### src/rtl/clint_timer.sv
// CLINT-style machine timer and software-interrupt block for HARTS harts.
// Zero-wait-state bus slave holding mtime (with prescaler), per-hart mtimecmp and msip.
module clint_timer #(
    parameter int unsigned HARTS    = 1,
    parameter int unsigned PRESCALE = 1
) (
    input  logic             clk,
    input  logic             reset_,
    input  logic [31:0]      address_in,
    input  logic             sel_in,
    input  logic             read_in,
    output logic [31:0]      read_value_out,
    input  logic [3:0]       write_mask_in,
    input  logic [31:0]      write_value_in,
    output logic             ready_out,
    output logic [HARTS-1:0] timer_irq_out,
    output logic [HARTS-1:0] soft_irq_out,
    output logic [63:0]      mtime_out
);

    localparam int unsigned      PSC_W    = (PRESCALE > 1) ? $clog2(PRESCALE) : 1;
    localparam logic [PSC_W-1:0] PSC_LAST = PSC_W'(PRESCALE - 1);

    function automatic logic [31:0] merge_bytes(input logic [31:0] old_word,
                                                input logic [31:0] new_word,
                                                input logic [3:0]  mask);
        logic [31:0] res;
        res = old_word;
        for (int k = 0; k < 4; k++) begin
            if (mask[k]) res[8*k +: 8] = new_word[8*k +: 8];
        end
        return res;
    endfunction

    logic [63:0]      mtime_q, mtime_d;
    logic [PSC_W-1:0] psc_q, psc_d;
    logic [HARTS-1:0] msip_q, msip_d;
    logic [63:0]      mtimecmp_q [HARTS];
    logic [63:0]      mtimecmp_d [HARTS];
    logic [HARTS-1:0] timer_irq_q, timer_irq_d;

    logic [15:2] offset;
    logic        hit_msip, hit_cmp, hit_mtime, hi_word, wr_en, tick;
    logic [4:0]  msip_idx, cmp_idx;
    logic        unused_bits;

    // Address decode on word offsets; byte lane bits are don't-care.
    assign offset      = address_in[15:2];
    assign hit_msip    = (offset[15:7] == 9'h000);
    assign hit_cmp     = (offset[15:8] == 8'h40);
    assign hit_mtime   = (offset[15:3] == 13'h17FF);
    assign hi_word     = offset[2];
    assign msip_idx    = offset[6:2];
    assign cmp_idx     = offset[7:3];
    assign wr_en       = sel_in & (|write_mask_in);
    assign tick        = (psc_q == PSC_LAST);
    assign unused_bits = ^{read_in, address_in[31:16], address_in[1:0]};

    // Combinational read mux of current register values.
    always_comb begin
        read_value_out = 32'h0;
        if (sel_in) begin
            if (hit_mtime) begin
                read_value_out = hi_word ? mtime_q[63:32] : mtime_q[31:0];
            end
            for (int h = 0; h < int'(HARTS); h++) begin
                if (hit_msip && (msip_idx == 5'(h))) begin
                    read_value_out = {31'h0, msip_q[h]};
                end
                if (hit_cmp && (cmp_idx == 5'(h))) begin
                    read_value_out = hi_word ? mtimecmp_q[h][63:32] : mtimecmp_q[h][31:0];
                end
            end
        end
    end

    // Next state: bus writes take priority over the mtime increment.
    always_comb begin
        mtime_d     = mtime_q;
        psc_d       = tick ? '0 : psc_q + PSC_W'(1);
        msip_d      = msip_q;
        timer_irq_d = '0;
        for (int h = 0; h < int'(HARTS); h++) begin
            mtimecmp_d[h]  = mtimecmp_q[h];
            timer_irq_d[h] = (mtime_q >= mtimecmp_q[h]);
        end

        if (wr_en && hit_mtime) begin
            psc_d = '0;
            if (hi_word) mtime_d[63:32] = merge_bytes(mtime_q[63:32], write_value_in, write_mask_in);
            else         mtime_d[31:0]  = merge_bytes(mtime_q[31:0], write_value_in, write_mask_in);
        end else if (tick) begin
            mtime_d = mtime_q + 64'd1;
        end

        if (wr_en) begin
            for (int h = 0; h < int'(HARTS); h++) begin
                if (hit_msip && (msip_idx == 5'(h)) && write_mask_in[0]) begin
                    msip_d[h] = write_value_in[0];
                end
                if (hit_cmp && (cmp_idx == 5'(h))) begin
                    if (hi_word) begin
                        mtimecmp_d[h][63:32] = merge_bytes(mtimecmp_q[h][63:32], write_value_in,
                                                           write_mask_in);
                    end else begin
                        mtimecmp_d[h][31:0] = merge_bytes(mtimecmp_q[h][31:0], write_value_in,
                                                          write_mask_in);
                    end
                end
            end
        end
    end

    always_ff @(posedge clk or negedge reset_) begin
        if (!reset_) begin
            mtime_q     <= '0;
            psc_q       <= '0;
            msip_q      <= '0;
            timer_irq_q <= '0;
            for (int h = 0; h < int'(HARTS); h++) begin
                mtimecmp_q[h] <= '1;
            end
        end else begin
            mtime_q     <= mtime_d;
            psc_q       <= psc_d;
            msip_q      <= msip_d;
            timer_irq_q <= timer_irq_d;
            for (int h = 0; h < int'(HARTS); h++) begin
                mtimecmp_q[h] <= mtimecmp_d[h];
            end
        end
    end

    assign timer_irq_out = timer_irq_q;
    assign soft_irq_out  = msip_q;
    assign mtime_out     = mtime_q;
    assign ready_out     = sel_in;

endmodule

### config.mk
export PLATFORM = sky130hd
export DESIGN_NAME = clint_timer
export DESIGN_NICKNAME = d
export VERILOG_FILES = /design/src/rtl/clint_timer.sv
export SDC_FILE = /design/constraint.sdc
export NUM_CORES = 1
export LEC_CHECK = 0
export ABC_AREA = 0
export CAP_MARGIN = 0
export CORE_MARGIN = 2
export CORE_UTILIZATION = 40
export DETAILED_ROUTE_END_ITERATION = 10
export GPL_ROUTABILITY_DRIVEN = 0
export PLACE_DENSITY = 0.66
export SLEW_MARGIN = 20
export SYNTH_ARGS = -nofsm -noshare
export SYNTH_HDL_FRONTEND = slang
export SYNTH_SLANG_ARGS = --single-unit
### constraint.sdc
create_clock -name clk -period 3.9 [get_ports clk]
set_input_delay 1.17 -clock clk [delete_from_list [all_inputs] [get_ports clk]]
set_output_delay 1.17 -clock clk [all_outputs]
set_load 0.01 [all_outputs]
-- Yosys cells after proc, flatten, opt, wreduce, memory -nomap -nowiden
Cells that the tools add are included.
- multiplexer cells: 16
- order comparisons: 1
- eq/ne operators: 9
- reduce and logical (&&, ||, !) cells: 25
- $add $sub $neg: 2
- bitwise gates (word level): 2
- operator list (operator ; count):
    $mux W32 ; 8
    $mux W64 ; 2
    $add A64 B1 Y64 const B ; 1
    $ge A64 B64 Y1 ; 1
    $mux W8 ; 4
    $reduce_and A4 Y1 ; 8
    $reduce_and A3 Y1 ; 8
    $eq A13 B13 Y1 const B ; 1
    $ne A2 B2 Y1 const B ; 6
    $logic_not A5 Y1 ; 2
    $logic_not A9 Y1 ; 1
    $eq A8 B7 Y1 const B ; 1
    $logic_and A1 B1 Y1 ; 4
    $reduce_or A4 Y1 ; 1
    $mux W1 ; 2
    $ne A2 B1 Y1 const B ; 1
    $reduce_and A2 Y1 ; 1
    $add A1 B1 Y1 const B ; 1
    $and A1 B1 Y1 ; 1
    $not A1 Y1 ; 1
- register bits: 131
- word-level logic and storage cells: 74
- input port bits: 72
- output and inout bits: 99

-- Logic depth before layout (Yosys ltp)
- depth after elaboration: 5
- gate-level depth with buffers: 10
- gate-level depth less buffers: 9

-- Least setup slack after synthesis
No wires, ideal clock.
- kind: in2out
- start point: input address_in[2]
- end point: output read_value_out[10]
- arrival time: 2679 ps
- required time: 2730 ps
- setup slack: 51 ps
- buffers on the path: 3
- stages on the path: 6
- path through: clkbuf_1 clkbuf_1 clkbuf_1 mux2i_1 o22ai_1 and2_1
- cells in the longest elaborated chain, start to end: 5
- elaborated cells between the ends (all ways): 8
- those cells by class: mux (6); reduce/logical (2)
- RTL lines (element ; RTL line ; RTL):
    from (decl) ; 9 ; input logic [31:0] address_in,
    $logic_not A5 Y1 / $mux W32 (equally long branches) ; 67, 64 ;
    $logic_and A1 B1 Y1 / $mux W32 (equally long branches) ; 67, 63 ;
    $mux W32 ; 67 ; if (hit_msip && (msip_idx == 5'(h))) begin
    $mux W32 * ; 70 ; if (hit_cmp && (cmp_idx == 5'(h))) begin
    $mux W32 * ; 62 ; if (sel_in) begin
    to (decl) ; 12 ; output logic [31:0] read_value_out,
Every way passes the cells marked *; elsewhere a longest branch is shown, timed or not.

-- Final worst setup path
- start point: input address_in[14]
- end point: output read_value_out[21]
- cells in the longest elaborated chain, start to end: 5
- elaborated cells between the ends (all ways): 9
- those cells by class: eq/ne (2); mux (4); reduce/logical (3)
- RTL lines (element ; RTL line):
    $eq A13 B13 Y1 / $logic_not A9 Y1 (equally long branches) ; 51, 49
    $mux W32 / $logic_and A1 B1 Y1 (equally long branches) ; 63, 67
    $mux W32 ; 67
    $mux W32 * ; 70
    $mux W32 * ; 62
Marked as above.

==> metrics.cfg <==
[detailed_routing]
wl_mm = 30.89
routed.top_layer = met4
routed-via-count = 8963
ant_nets = 0
dr.pass1.iters = 5
wl_met2_mm = 14.50
drtIter0Drc = 672
wl_met1_mm = 13.52
wl_met3_mm = 1.669
viasPerCell = 5.851
drc = 0
wl_per_cell_um = 20.16

[synth]
yosysMostFrequentCell = nor2_1
synth_area_leader_cell = dfstp_2
ys_seq_elements = 130
syn-cell-area_mm2 = 0.009270
yosys_warnings = 0
synth_edf_count = 0
ys_async_sr_fraction_pct = 100.0
synth_ff_type = dfrtp_1
syn_nets = 1160
ys_top_cells_by_count = 115 x nor2_1, 71 x inv_1, 67 x a21oi_1
avgSynthCellArea_um2 = 9.062
ys_types = 63
synthTopCellsByArea = dfstp_2 18%, dfrtp_1 18%, ha_1 8.8%, mux2_2 7.7%, mux2i_1 7.1%
synthCells = 1023
yosysSeqAreaShare_pct = 35.96
netlist.area_leader.share_pct = 18.14

[floorplanning]
core_mm2 = 0.02271
die_area_mm2 = 0.02441
die_h_um = 156.2
rows = 55
ios = 171
initial_core_util_pct = 40.82
die_w_um = 156.2

[critical_path]
r2r-start = mtimecmp_q[30]
cpPeakStageDelay_ns = 0.58
critPathTopFamily = simple AND/OR/NAND/NOR gates
critPathLaunchType = input pin
reg2reg_to = timer_irq_out
crit_chain = buf_6 -> nand3b_1 -> or4_4 -> buf_12 -> buf_12 -> buf_16 -> o22ai_1 -> and2_1 -> buf_2
critPathArrivalTime_ns = 2.83
ff2ff_path_depth = 9
critPathMaxFanout = 5
cpMostUsedCell = buf_12
critPathBufInv = 5
end_kind = primary output
critPathSlowestCell = or4_4
rrSetupSlack_ns = 0.74
cp.required_ns = 2.73
worstSetupPathType = input pin to primary output

[global_routing]
grt_pass1_wl_mm = 48.15
overflow = 0
grt_max_degree = 46
antenna_found_initial = 0
grt_usage_pct = 25.59
grt_pass1_vias = 8734

[run_status]
status = finished, violations left
violations = negative setup slack

[power]
p_total_mw = 3.648
p_per_area_mw_per_mm2 = 293.9
peakVddDrop_v = 0.0002952
power_leakage_nw = 5.172

[sta]
hold_slack_ns = 0.4932
worst_pin_slew_ns = 0.7758
maxSlewViolCount = 0
setup_viol_count_final = 21
skew_ns = 0.01086
fmax_mhz = 249.9
layout_min_cycle_time_ns = 4.002
fin_crit_sh_pct = 102.6
rsz0062_at_grt = yes
slew_headroom_pct = 47.88
fin_ws_ns = -0.1017
hold_viol_final = 0

[final_layout]
area_growth_pct = 33.92
final_cell_area_mm2 = 0.01241
layout-drive-gt1-share_pct = 26.30
diodes = 0
stdcell_count = 1532
fin_nets = 1371

[clock_tree]
insertion_delay_ns = 0.43
path_clk_slew_ns = 0.06
cts_tree = done
cts.sinks = 130
cts_root_buf = clkbuf_16
cts_max_path_buffers = 2
cts_buffers = 17
hold_buffers = 0
cts_htree_levels = 4

[min_path]
holdPathStages = 2
hp-start = mtimecmp_q[19]
hold_path.class = register to register
hold_path_end = mtimecmp_q[19]

[place]
place.detailed.hpwl_mm = 22.38
dp_cells = 1490
pre_cts_ws_ns = -0.7006
portBuffers = 151
placed_area_mm2 = 0.01159

[run]
drv_cap = 0

[repair_timing]
item | 4_1_cts | 5_1_grt
pin swaps | 37 | 14
setup endpoints to repair | 32 | 32
cloned | 5 | 0
buffers inserted | 4 | 1
gates resized for setup | 163 | 21
[per-stage QoR]
| step | TNS (ns) | utilization, % |
|---|---|---|
| after floorplan | 0 | - |
| after global placement | -20.94 | 51.04 |
| after detailed placement | -20.74 | 51.04 |
| after CTS | -1.631 | 54.29 |
| after global routing | -3.723 | 54.67 |
| final | -1.704 | 54.67 |
[layout by cell type, fill, tap and decap left out, types with 37 or more instances in the layout]
cell type	count
nand3_1	37
a21oi_1	67
nor2_1	114
mux2i_1	66
inv_1	71
dfstp_2	64
buf_4	66
dfrtp_1	66
clkdlybuf4s50_1	104
mux2_2	63
and2_1	40
ha_1	65
nand2_1	66
[worst max-delay path by stage]
stage / start / end / depth (start not counted)
global route: address_in[14] / read_value_out[25] / 9
CTS: address_in[14] / read_value_out[9] / 9
detailed placement: address_in[5] / read_value_out[11] / 7
global placement: address_in[5] / read_value_out[11] / 7
floorplan: address_in[2] / read_value_out[10] / 6
finish: address_in[14] / read_value_out[21] / 9
[kinds of logic (layout without fill, tap and decap cells)]
group                      count (synthesis)  count (layout)  share of synthesized area (%)
buffers and inverters                    108             332                          4.468
and+or+nand+nor                          374             374                          20.72
xor gates and xnor gates                   1               1                        0.09450
muxes                                    129             129                          14.78
adders and majority gates                 65              65                          8.773
AOI/OAI and AO/OA                        216             216                          15.21
DFF                                      130             130                          35.96
[area by class of cell]
| class | count | area [um2] |
|---|---|---|
| Sequential cell | 130 | 3333 |
| Clock buffer | 23 | 488.0 |
| Timing Repair Buffer | 229 | 2140 |
| Multi-Input combinational cell | 785 | 5679 |
| Clock inverter | 9 | 151.4 |
| Tap cell | 285 | 356.6 |
| Fill cell | 2050 | 10290 |
| Inverter | 71 | 266.5 |
[power by group]
group	internal (mW)	total, mW	switching [mW]	leakage, nW
clock network	1.14	1.76	0.622	0.313
logic	0.207	0.425	0.218	3.45
registers	1.39	1.47	0.0802	1.41
total	2.73	3.65	0.920	5.17
[sequential cells by signal, summed over array words and instances (netlist names)]
| name | count |
|---|---|
| mtime_out | 64 |
| mtimecmp_q | 64 |
| soft_irq_out | 1 |
| timer_irq_out | 1 |
[per-layer routing]
layer | global-route usage, % | vias up
met5 | 0 | -
met4 | 11.10 | 0
li1 | - | 4200
met3 | 4.403 | 65
met2 | 41.99 | 322
met1 | 33.33 | 4376
[worst register-to-register path, cell delays in order (launching register included)]
cell and delay (ns):
dfstp_2 0.54, inv_1 0.05, ha_1 0.31, nand4_1 0.22, nor3_1 0.71, nor3b_1 0.59
o41a_1 0.26, a31oi_1 0.11, a21oi_1 0.19, or4_1 0.12
Note: power is estimated with default switching activity, not from simulation.
